===== config.mk =====
export PLATFORM = sky130hd
export DESIGN_NAME = s_axil_reg_slave
export DESIGN_NICKNAME = d
export VERILOG_FILES = /design/src/rtl/s_axil_reg_pkg.sv /design/src/rtl/s_axil_strb_merge.sv /design/src/rtl/s_axil_reg_slave.sv
export SDC_FILE = /design/constraint.sdc
export NUM_CORES = 1
export LEC_CHECK = 0
export ABC_AREA = 0
export BUFFER_PORTS_ARGS = -buffer_cell sky130_fd_sc_hd__buf_2
export CORE_AREA = 2 2 260 262
export DETAILED_ROUTE_END_ITERATION = 8
export DIE_AREA = 0 0 262 264
export SLEW_MARGIN = 20
export SYNTH_ARGS = -nofsm -noshare
export SYNTH_HDL_FRONTEND = slang
export SYNTH_HIERARCHICAL = 1
export SYNTH_SLANG_ARGS = --single-unit

===== constraint.sdc =====
create_clock -name aclk -period 7.48 [get_ports aclk]
set_clock_uncertainty 0.1 [all_clocks]
set_input_delay 0.748 -clock aclk [delete_from_list [all_inputs] [get_ports aclk]]
set_output_delay 0.748 -clock aclk [all_outputs]
set_load 0.05 [all_outputs]

===== src/rtl/s_axil_reg_pkg.sv =====
// Shared response codes, FSM state types and address-window constants for the
// AXI4-Lite register responder.
package s_axil_reg_pkg;

   localparam logic [1:0] RESP_OKAY   = 2'b00;
   localparam logic [1:0] RESP_SLVERR = 2'b10;
   localparam logic [1:0] RESP_DECERR = 2'b11;

   localparam int IDX_LSB  = 2;
   localparam int WIN_BITS = 12;
   localparam int IDX_W    = WIN_BITS - IDX_LSB;

   typedef enum logic {W_IDLE, W_RESP} wr_state_e;
   typedef enum logic {R_IDLE, R_RESP} rd_state_e;

endpackage


===== src/rtl/s_axil_strb_merge.sv =====
// Byte-strobe merge: each enabled byte of wdata replaces the matching byte of
// the old register word.
module s_axil_strb_merge (
   input  logic [31:0] old_word,
   input  logic [31:0] wdata,
   input  logic [3:0]  wstrb,
   output logic [31:0] new_word
);

   always_comb begin
      new_word = old_word;
      for (int b = 0; b < 4; b++) begin
         if (wstrb[b]) new_word[8*b +: 8] = wdata[8*b +: 8];
      end
   end

endmodule


===== src/rtl/s_axil_reg_slave.sv =====
// AXI4-Lite register responder: NUM_REGS 32-bit words in a 4 KB window, one
// outstanding write and one outstanding read. Define AXIL_REG_SLAVE_DECERR_EN
// to report DECERR for out-of-range and SLVERR for read-only writes.
//
// state  | meaning
// W_IDLE | collecting AW and W in any order; commit when both are held
// W_RESP | bvalid high, AW/W blocked until bready
// R_IDLE | arready high; rdata captured on the AR handshake
// R_RESP | rvalid high, rdata/rresp frozen until rready
module s_axil_reg_slave
   import s_axil_reg_pkg::*;
#(
   parameter int                  NUM_REGS = 8,
   parameter logic [NUM_REGS-1:0] RO_MASK  = '0
) (
   input  logic                     aclk,
   input  logic                     reset,
   input  logic [31:0]              awaddr,
   input  logic                     awvalid,
   output logic                     awready,
   input  logic [31:0]              wdata,
   input  logic [3:0]               wstrb,
   input  logic                     wvalid,
   output logic                     wready,
   output logic [1:0]               bresp,
   output logic                     bvalid,
   input  logic                     bready,
   input  logic [31:0]              araddr,
   input  logic                     arvalid,
   output logic                     arready,
   output logic [31:0]              rdata,
   output logic [1:0]               rresp,
   output logic                     rvalid,
   input  logic                     rready,
   output logic [32*NUM_REGS-1:0]   regs_o,
   output logic [NUM_REGS-1:0]      wr_pulse_o,
   input  logic [32*NUM_REGS-1:0]   status_i
);

   wr_state_e         wr_state;
   rd_state_e         rd_state;
   logic              aw_held, w_held;
   logic [IDX_W-1:0]  aw_idx_q;
   logic [31:0]       wdata_q;
   logic [3:0]        wstrb_q;
   logic [31:0]       regs_q [NUM_REGS];

   logic              aw_fire, w_fire, commit;
   logic [IDX_W-1:0]  w_idx, r_idx;
   logic [31:0]       w_data, old_word, new_word, rd_word;
   logic [3:0]        w_strb;
   logic [1:0]        w_resp, r_resp;
   logic              unused_addr_bits;

   // Readies are gated by reset so every output reads 0 while reset is high.
   assign awready = (wr_state == W_IDLE) && !aw_held && !reset;
   assign wready  = (wr_state == W_IDLE) && !w_held && !reset;
   assign arready = (rd_state == R_IDLE) && !reset;
   assign bvalid  = (wr_state == W_RESP);
   assign rvalid  = (rd_state == R_RESP);

   assign aw_fire = awvalid && awready;
   assign w_fire  = wvalid && wready;
   assign commit  = (wr_state == W_IDLE) && (aw_held || aw_fire) && (w_held || w_fire);

   // Same-cycle handshakes bypass the holding registers.
   assign w_idx  = aw_fire ? awaddr[WIN_BITS-1:IDX_LSB] : aw_idx_q;
   assign w_data = w_fire ? wdata : wdata_q;
   assign w_strb = w_fire ? wstrb : wstrb_q;
   assign r_idx  = araddr[WIN_BITS-1:IDX_LSB];

   assign unused_addr_bits = ^{awaddr[31:WIN_BITS], awaddr[IDX_LSB-1:0],
                               araddr[31:WIN_BITS], araddr[IDX_LSB-1:0]};

   always_comb begin
      old_word = '0;
      rd_word  = '0;
      for (int i = 0; i < NUM_REGS; i++) begin
         if (w_idx == IDX_W'(i)) old_word = regs_q[i];
         if (r_idx == IDX_W'(i)) rd_word = RO_MASK[i] ? status_i[32*i +: 32] : regs_q[i];
      end
   end

   s_axil_strb_merge u_merge (
      .old_word (old_word),
      .wdata    (w_data),
      .wstrb    (w_strb),
      .new_word (new_word)
   );

`ifdef AXIL_REG_SLAVE_DECERR_EN
   logic w_is_ro, w_in_range, r_in_range;

   assign w_in_range = int'(w_idx) < NUM_REGS;
   assign r_in_range = int'(r_idx) < NUM_REGS;

   always_comb begin
      w_is_ro = 1'b0;
      for (int i = 0; i < NUM_REGS; i++) begin
         if (w_idx == IDX_W'(i)) w_is_ro = RO_MASK[i];
      end
   end

   assign w_resp = !w_in_range ? RESP_DECERR : (w_is_ro ? RESP_SLVERR : RESP_OKAY);
   assign r_resp = r_in_range ? RESP_OKAY : RESP_DECERR;
`else
   assign w_resp = RESP_OKAY;
   assign r_resp = RESP_OKAY;
`endif

   always_ff @(posedge aclk) begin
      if (reset) begin
         wr_state   <= W_IDLE;
         aw_held    <= 1'b0;
         w_held     <= 1'b0;
         aw_idx_q   <= '0;
         wdata_q    <= '0;
         wstrb_q    <= '0;
         bresp      <= RESP_OKAY;
         wr_pulse_o <= '0;
         for (int i = 0; i < NUM_REGS; i++) regs_q[i] <= '0;
      end else begin
         wr_pulse_o <= '0;
         case (wr_state)
            W_IDLE: begin
               if (aw_fire) begin
                  aw_held  <= 1'b1;
                  aw_idx_q <= awaddr[WIN_BITS-1:IDX_LSB];
               end
               if (w_fire) begin
                  w_held  <= 1'b1;
                  wdata_q <= wdata;
                  wstrb_q <= wstrb;
               end
               if (commit) begin
                  wr_state <= W_RESP;
                  bresp    <= w_resp;
                  // Out-of-range indices match no slot: no pulse, no update.
                  for (int i = 0; i < NUM_REGS; i++) begin
                     if (w_idx == IDX_W'(i)) begin
                        wr_pulse_o[i] <= 1'b1;
                        if (!RO_MASK[i]) regs_q[i] <= new_word;
                     end
                  end
               end
            end
            W_RESP: begin
               if (bready) begin
                  wr_state <= W_IDLE;
                  bresp    <= RESP_OKAY;
                  aw_held  <= 1'b0;
                  w_held   <= 1'b0;
               end
            end
            default: wr_state <= W_IDLE;
         endcase
      end
   end

   always_ff @(posedge aclk) begin
      if (reset) begin
         rd_state <= R_IDLE;
         rdata    <= '0;
         rresp    <= RESP_OKAY;
      end else begin
         case (rd_state)
            R_IDLE: begin
               if (arvalid) begin
                  rd_state <= R_RESP;
                  rdata    <= rd_word;
                  rresp    <= r_resp;
               end
            end
            R_RESP: begin
               if (rready) rd_state <= R_IDLE;
            end
            default: rd_state <= R_IDLE;
         endcase
      end
   end

   for (genvar g = 0; g < NUM_REGS; g++) begin : g_regs_out
      assign regs_o[32*g +: 32] = regs_q[g];
   end

endmodule


# After elaboration in Yosys (flattened, before gate mapping)
# Memories as Yosys holds them, arrays and structs flattened.
# Cells that the tools add are included.
[totals]
memories = 1
ram_bits = 256
word_cells = 148
inputBits = 363
regBits = 92
out_inout_bits = 305
[classes]
n_reduce_logical = 21
eq_ne = 18
mux = 87
n_bitwise = 11
[memory_table]
columns = ["memory", "depth", "width", "rd", "rd_clocked_by_memory_dff", "wr", "line", "text"]
rows = [
  ["regs_q", 8, 32, 8, 0, 8, "s_axil_reg_slave.sv:46", "logic [31:0] regs_q [NUM_REGS];"],
]
[op_table]
columns = ["cell", "count"]
rows = [
  ["$mux W32", 25],
  ["$eq A10 B3 Y1 const B", 8],
  ["$mux W1", 49],
  ["$eq A10 B2 Y1 const B", 4],
  ["$mux W8", 4],
  ["$eq A10 B1 Y1 const B", 2],
  ["$logic_not A10 Y1", 2],
  ["$mux W10", 1],
  ["$logic_and A1 B1 Y1", 9],
  ["$ne A2 B2 Y1 const B", 4],
  ["$or A1 B1 Y1", 8],
  ["$pmux W1 S2", 4],
  ["$reduce_and A2 Y1", 4],
  ["$mux W2", 2],
  ["$mux W4", 1],
  ["$pmux W2 S2", 1],
  ["$logic_not A1 Y1", 3],
  ["$not A1 Y1", 3],
  ["$reduce_or A3 Y1", 1],
  ["$logic_or A1 B1 Y1", 2],
]

# Longest topological paths before layout
[depth]
depth_word = 16
ltp_mapped = 13
mapped_depth_nobuf = 9

# Cells and area by module
# Netlist, hierarchy kept.
[by_module_without_submodules]
columns = ["module", "n_inst", "seq_area_each_um2", "cells_each", "area_each_um2"]
rows = [
  ["s_axil_reg_slave", 1, 9489.1, 1641, 16896.2],
  ["s_axil_strb_merge", 1, 0.0, 36, 525.5],
]

# Least setup slack after synthesis
# OpenSTA, ideal clock, no wires.
[synth_path]
path_type = "in2reg"
from = "input port reset"
to = "memory regs_q[7][4], in the netlist regs_q[1][100], enable pin"
arrival_ns = 4.345
n_path_buf = 2
setup_time_ns = 0.466
cell_stages = 8
slack_ns = 2.570
required_ns = 6.914
path_cell_list = "buf_6 or4b_1 buf_2 nor4_4 a22oi_2 nor2_1 nand2_1 o21ai_0"
[synth_lines]
columns = ["item", "line", "text"]
rows = [
  ["start, declared", "s_axil_reg_slave.sv:17", "input logic reset,"],
  ["end, declared", "s_axil_reg_slave.sv:46", ""],
]

==> flow_summary.yaml <==
outcome:
  outcome: "finished, final reports clean"
placement:
  hpwl_mm: 56.8
  dp_cells: 2818
  numPortBuffers: 363
  gp_congestion: 0.922
  dpl_worst_slack_ps: 2430
final_layout:
  area_growth_pct: 22.9
  nNetsFinal: 2349
  final_cell_count_no_fill: 2889
  drive_above_1_share_pct: 29.0
logic_synthesis:
  synth-xor-area-share_pct: 0
  synthCells: 1677
  ys_async_sr_fraction_pct: 0
  synthMuxAreaShare_pct: 10.9
  synth-edff-count: 256
  avgSynthCellArea_um2: 10.4
  seq_area_frac_synth_pct: 54.5
  synth_top_family_by_area: "simple AND/OR/NAND/NOR gates"
  synthAdderAreaFrac_pct: 0
  yosys.area_share.simple_pct: 15.0
  yosysUniqueCellTypes: 53
  synth_compound_area_share_pct: 14.6
  netlist_area_mm2: 0.0174
  ys.warnings.count: 6
  ys_ff_latch: 346
  ys.flop_type: "edfxtp_1"
power_and_ir_drop:
  total_leakage_power_nw: 8.31
  ir_drop_uv: 125
  power.internal_mw: 3.63
  p_sw_mw: 1.72
  clkPwrFrac_pct: 36.8
  power_density_mw_per_mm2: 250
  power.share.switching_pct: 32.2
  power.share.combinational_pct: 20.9
  pwr-share-seq_pct: 42.3
route:
  drt-total-wl_mm: 79.8
  vias_per_cell: 5.26
  drc: 0
  ant_nets: 0
  drt_iter0_drc: 1747
  vias: 15202
  firstDrtPassIters: 8
  wl_per_cell_um: 27.6
sta:
  fin_setup_tns_ps: 0
  worstMarginPinSlew_ps: 1130
  relSlewSlack_pct: 24.2
  fin_ws_ps: 2970
  period_needed_ps: 4510
  hold_viol: 0
  fin_crit_sh_pct: 60.3
  rsz0062_at_grt: "no"
  fmax_mhz: 222
  slew_viol_final: 0
  report.final.setup_viol: 0
clock_network:
  post-cts-setup-buffers: 0
  cts_tree: "built"
  root_buffer: "clkbuf_16"
  clockBufferDepth: 3
  ctsResizeCount: 0
  cts_made_buffers: 39
  hold_buffers: 0
  cts_num_sinks: 346
  clock_latency_ps: 550
  cts-htree-levels: 2
  path_clk_slew_ps: 60
global_route:
  overflow: 0
  grt_first_pass_wirelength_mm: 110
  antenna_found_initial: 11
  gr-usage-all-layers_pct: 22.2
  grt_pass1_vias: 14451
  grt_max_degree: 56
critical_path:
  cp.arrival_ps: 4460
  worstSetupPathType: "in2reg"
  cp-end-kind: "flip-flop"
  crit_required_ps: 7420
  start_kind: "input pin"
  crit_fanout: 35
job:
  cap_violations: 0
floorplan:
  coreArea_mm2: 0.0666
  pin_count: 668
  die_area_mm2: 0.0692
  start_util_pct: 26.2
  row_count: 95
  die_x_um: 262
  die_h_um: 264
min_path:
  hp-class: "in2reg"
==> sequential cells by signal, summed over array words and instances, names as in the netlist <==
register / flops
aw_held: 1
aw_idx_q: 10
w_held: 1
regs_q: 256
rvalid: 1
rdata: 32
wr_pulse_o: 8
wdata_q: 32
bvalid: 1
wstrb_q: 4
==> kinds of logic (layout without fill, tap and decap cells) <==
family,Yosys count,count (layout)
DFF,346,346
other,1,5
AOI/OAI and AO/OA,399,399
and+or+nand+nor,567,567
buffers and inverters,197,532
muxes,167,167
==> final cells by class <==
cell class / count / area, µm²
antenna: 1 / 2.50
fill: 6781 / 45200
clock buffer: 56 / 1180
timing repair buffer: 402 / 2110
tap: 873 / 1090
inverter: 60 / 225
sequential: 346 / 9490
multi-input combinational: 1137 / 7180
clock inverter: 14 / 119
==> per-stage QoR <==
step	area [µm²]	hold slack, ps	total power, mW	utilization [%]
5_1_grt	21400	340	5.51	32.2
2_1_floorplan	17400	336	3.03	-
4_1_cts	21400	326	5.37	32.2
3_3_place_gp	20100	344	3.39	30.2
3_5_place_dp	20100	362	3.40	30.2
6_report	21400	358	5.35	32.2
==> critical path: stages <==
cell and delay, ps:
buf_2 100, buf_4 270, or4b_1 870, nand4b_1 290
nand2_1 630, nand2_1 220, buf_4 510, nand2_2 770
==> metal layers <==
metal	wire length, µm	track usage [%]	vias to the layer above
li1	-	-	6669
met3	10100	9.32	112
met4	3010	8.12	4
met2	35300	33.7	857
met5	26	0	-
met1	31300	28.2	7560
==> path summary, 6_finish.rpt <==
| kind | slack [ps] | from | cells past startpoint | endpoint |
|---|---|---|---|---|
| worst max-delay path | 2970 | reset | 8 | regs_q[1][37] |
| worst min-delay path | 360 | awaddr[6] | 3 | aw_idx_q[4] |
| worst max register to register | 3130 | bvalid | 6 | regs_q[1][37] |
| worst min register to register | 370 | aw_idx_q[7] | 2 | aw_idx_q[7] |
==> power groups by stage <==
stage	sequential [mW]	combinational, mW	clock, mW
after floorplan	2.59	0.441	0
after global placement	2.30	1.09	0
after detailed placement	2.30	1.10	0
after CTS	2.26	1.11	2.00
after global routing	2.27	1.16	2.07
final	2.26	1.12	1.97
==> cells in the mapped netlist, types with 2 or more instances <==
cell	number	area [µm²]
a21boi_0	5	37.5
mux2i_1	95	951
buf_12	2	40.0
nor4_1	6	37.5
nand2b_1	7	43.8
o22ai_1	56	350
o211ai_1	3	22.5
edfxtp_1	256	7690
nand4_1	2	12.5
a211oi_1	2	15.0
nor4b_1	2	17.5
nor3_1	13	65.1
nor2b_1	27	169
or4_1	2	15.0
o221ai_1	61	534
o2111ai_1	2	17.5
a21oi_1	53	265
buf_2	9	45.0
a22oi_1	23	173
or2_2	2	12.5
inv_1	60	225
dfxtp_1	90	1800
and2_1	38	238
nand2_1	143	537
nor2_4	20	225
buf_1	8	30.0
buf_6	7	78.8
mux4_2	2	45.0
or4b_1	2	20.0
nor2_2	9	56.3
mux2_4	32	480
o21ai_0	146	731
nand3_1	5	25.0
a31oi_1	8	50.1
buf_4	7	52.6
mux2_2	38	428
a22o_1	32	280
nor2_1	276	1040
clkbuf_1	104	390
or3_1	7	43.8
o31ai_1	2	15.0
o21bai_1	2	15.0
==> layout by cell type (no fill, tap or decap), types with 37 or more instances in the layout <==
| cell type | instances |
|---|---|
| inv_1 | 59 |
| nand2_1 | 139 |
| nor2_1 | 275 |
| mux2i_1 | 95 |
| mux2_2 | 37 |
| o21ai_0 | 144 |
| clkbuf_16 | 43 |
| a21oi_1 | 51 |
| edfxtp_1 | 256 |
| dfxtp_1 | 90 |
| o22ai_1 | 56 |
| buf_4 | 40 |
| o221ai_1 | 61 |
| buf_2 | 362 |
Note: power is estimated with default switching activity, not from simulation.
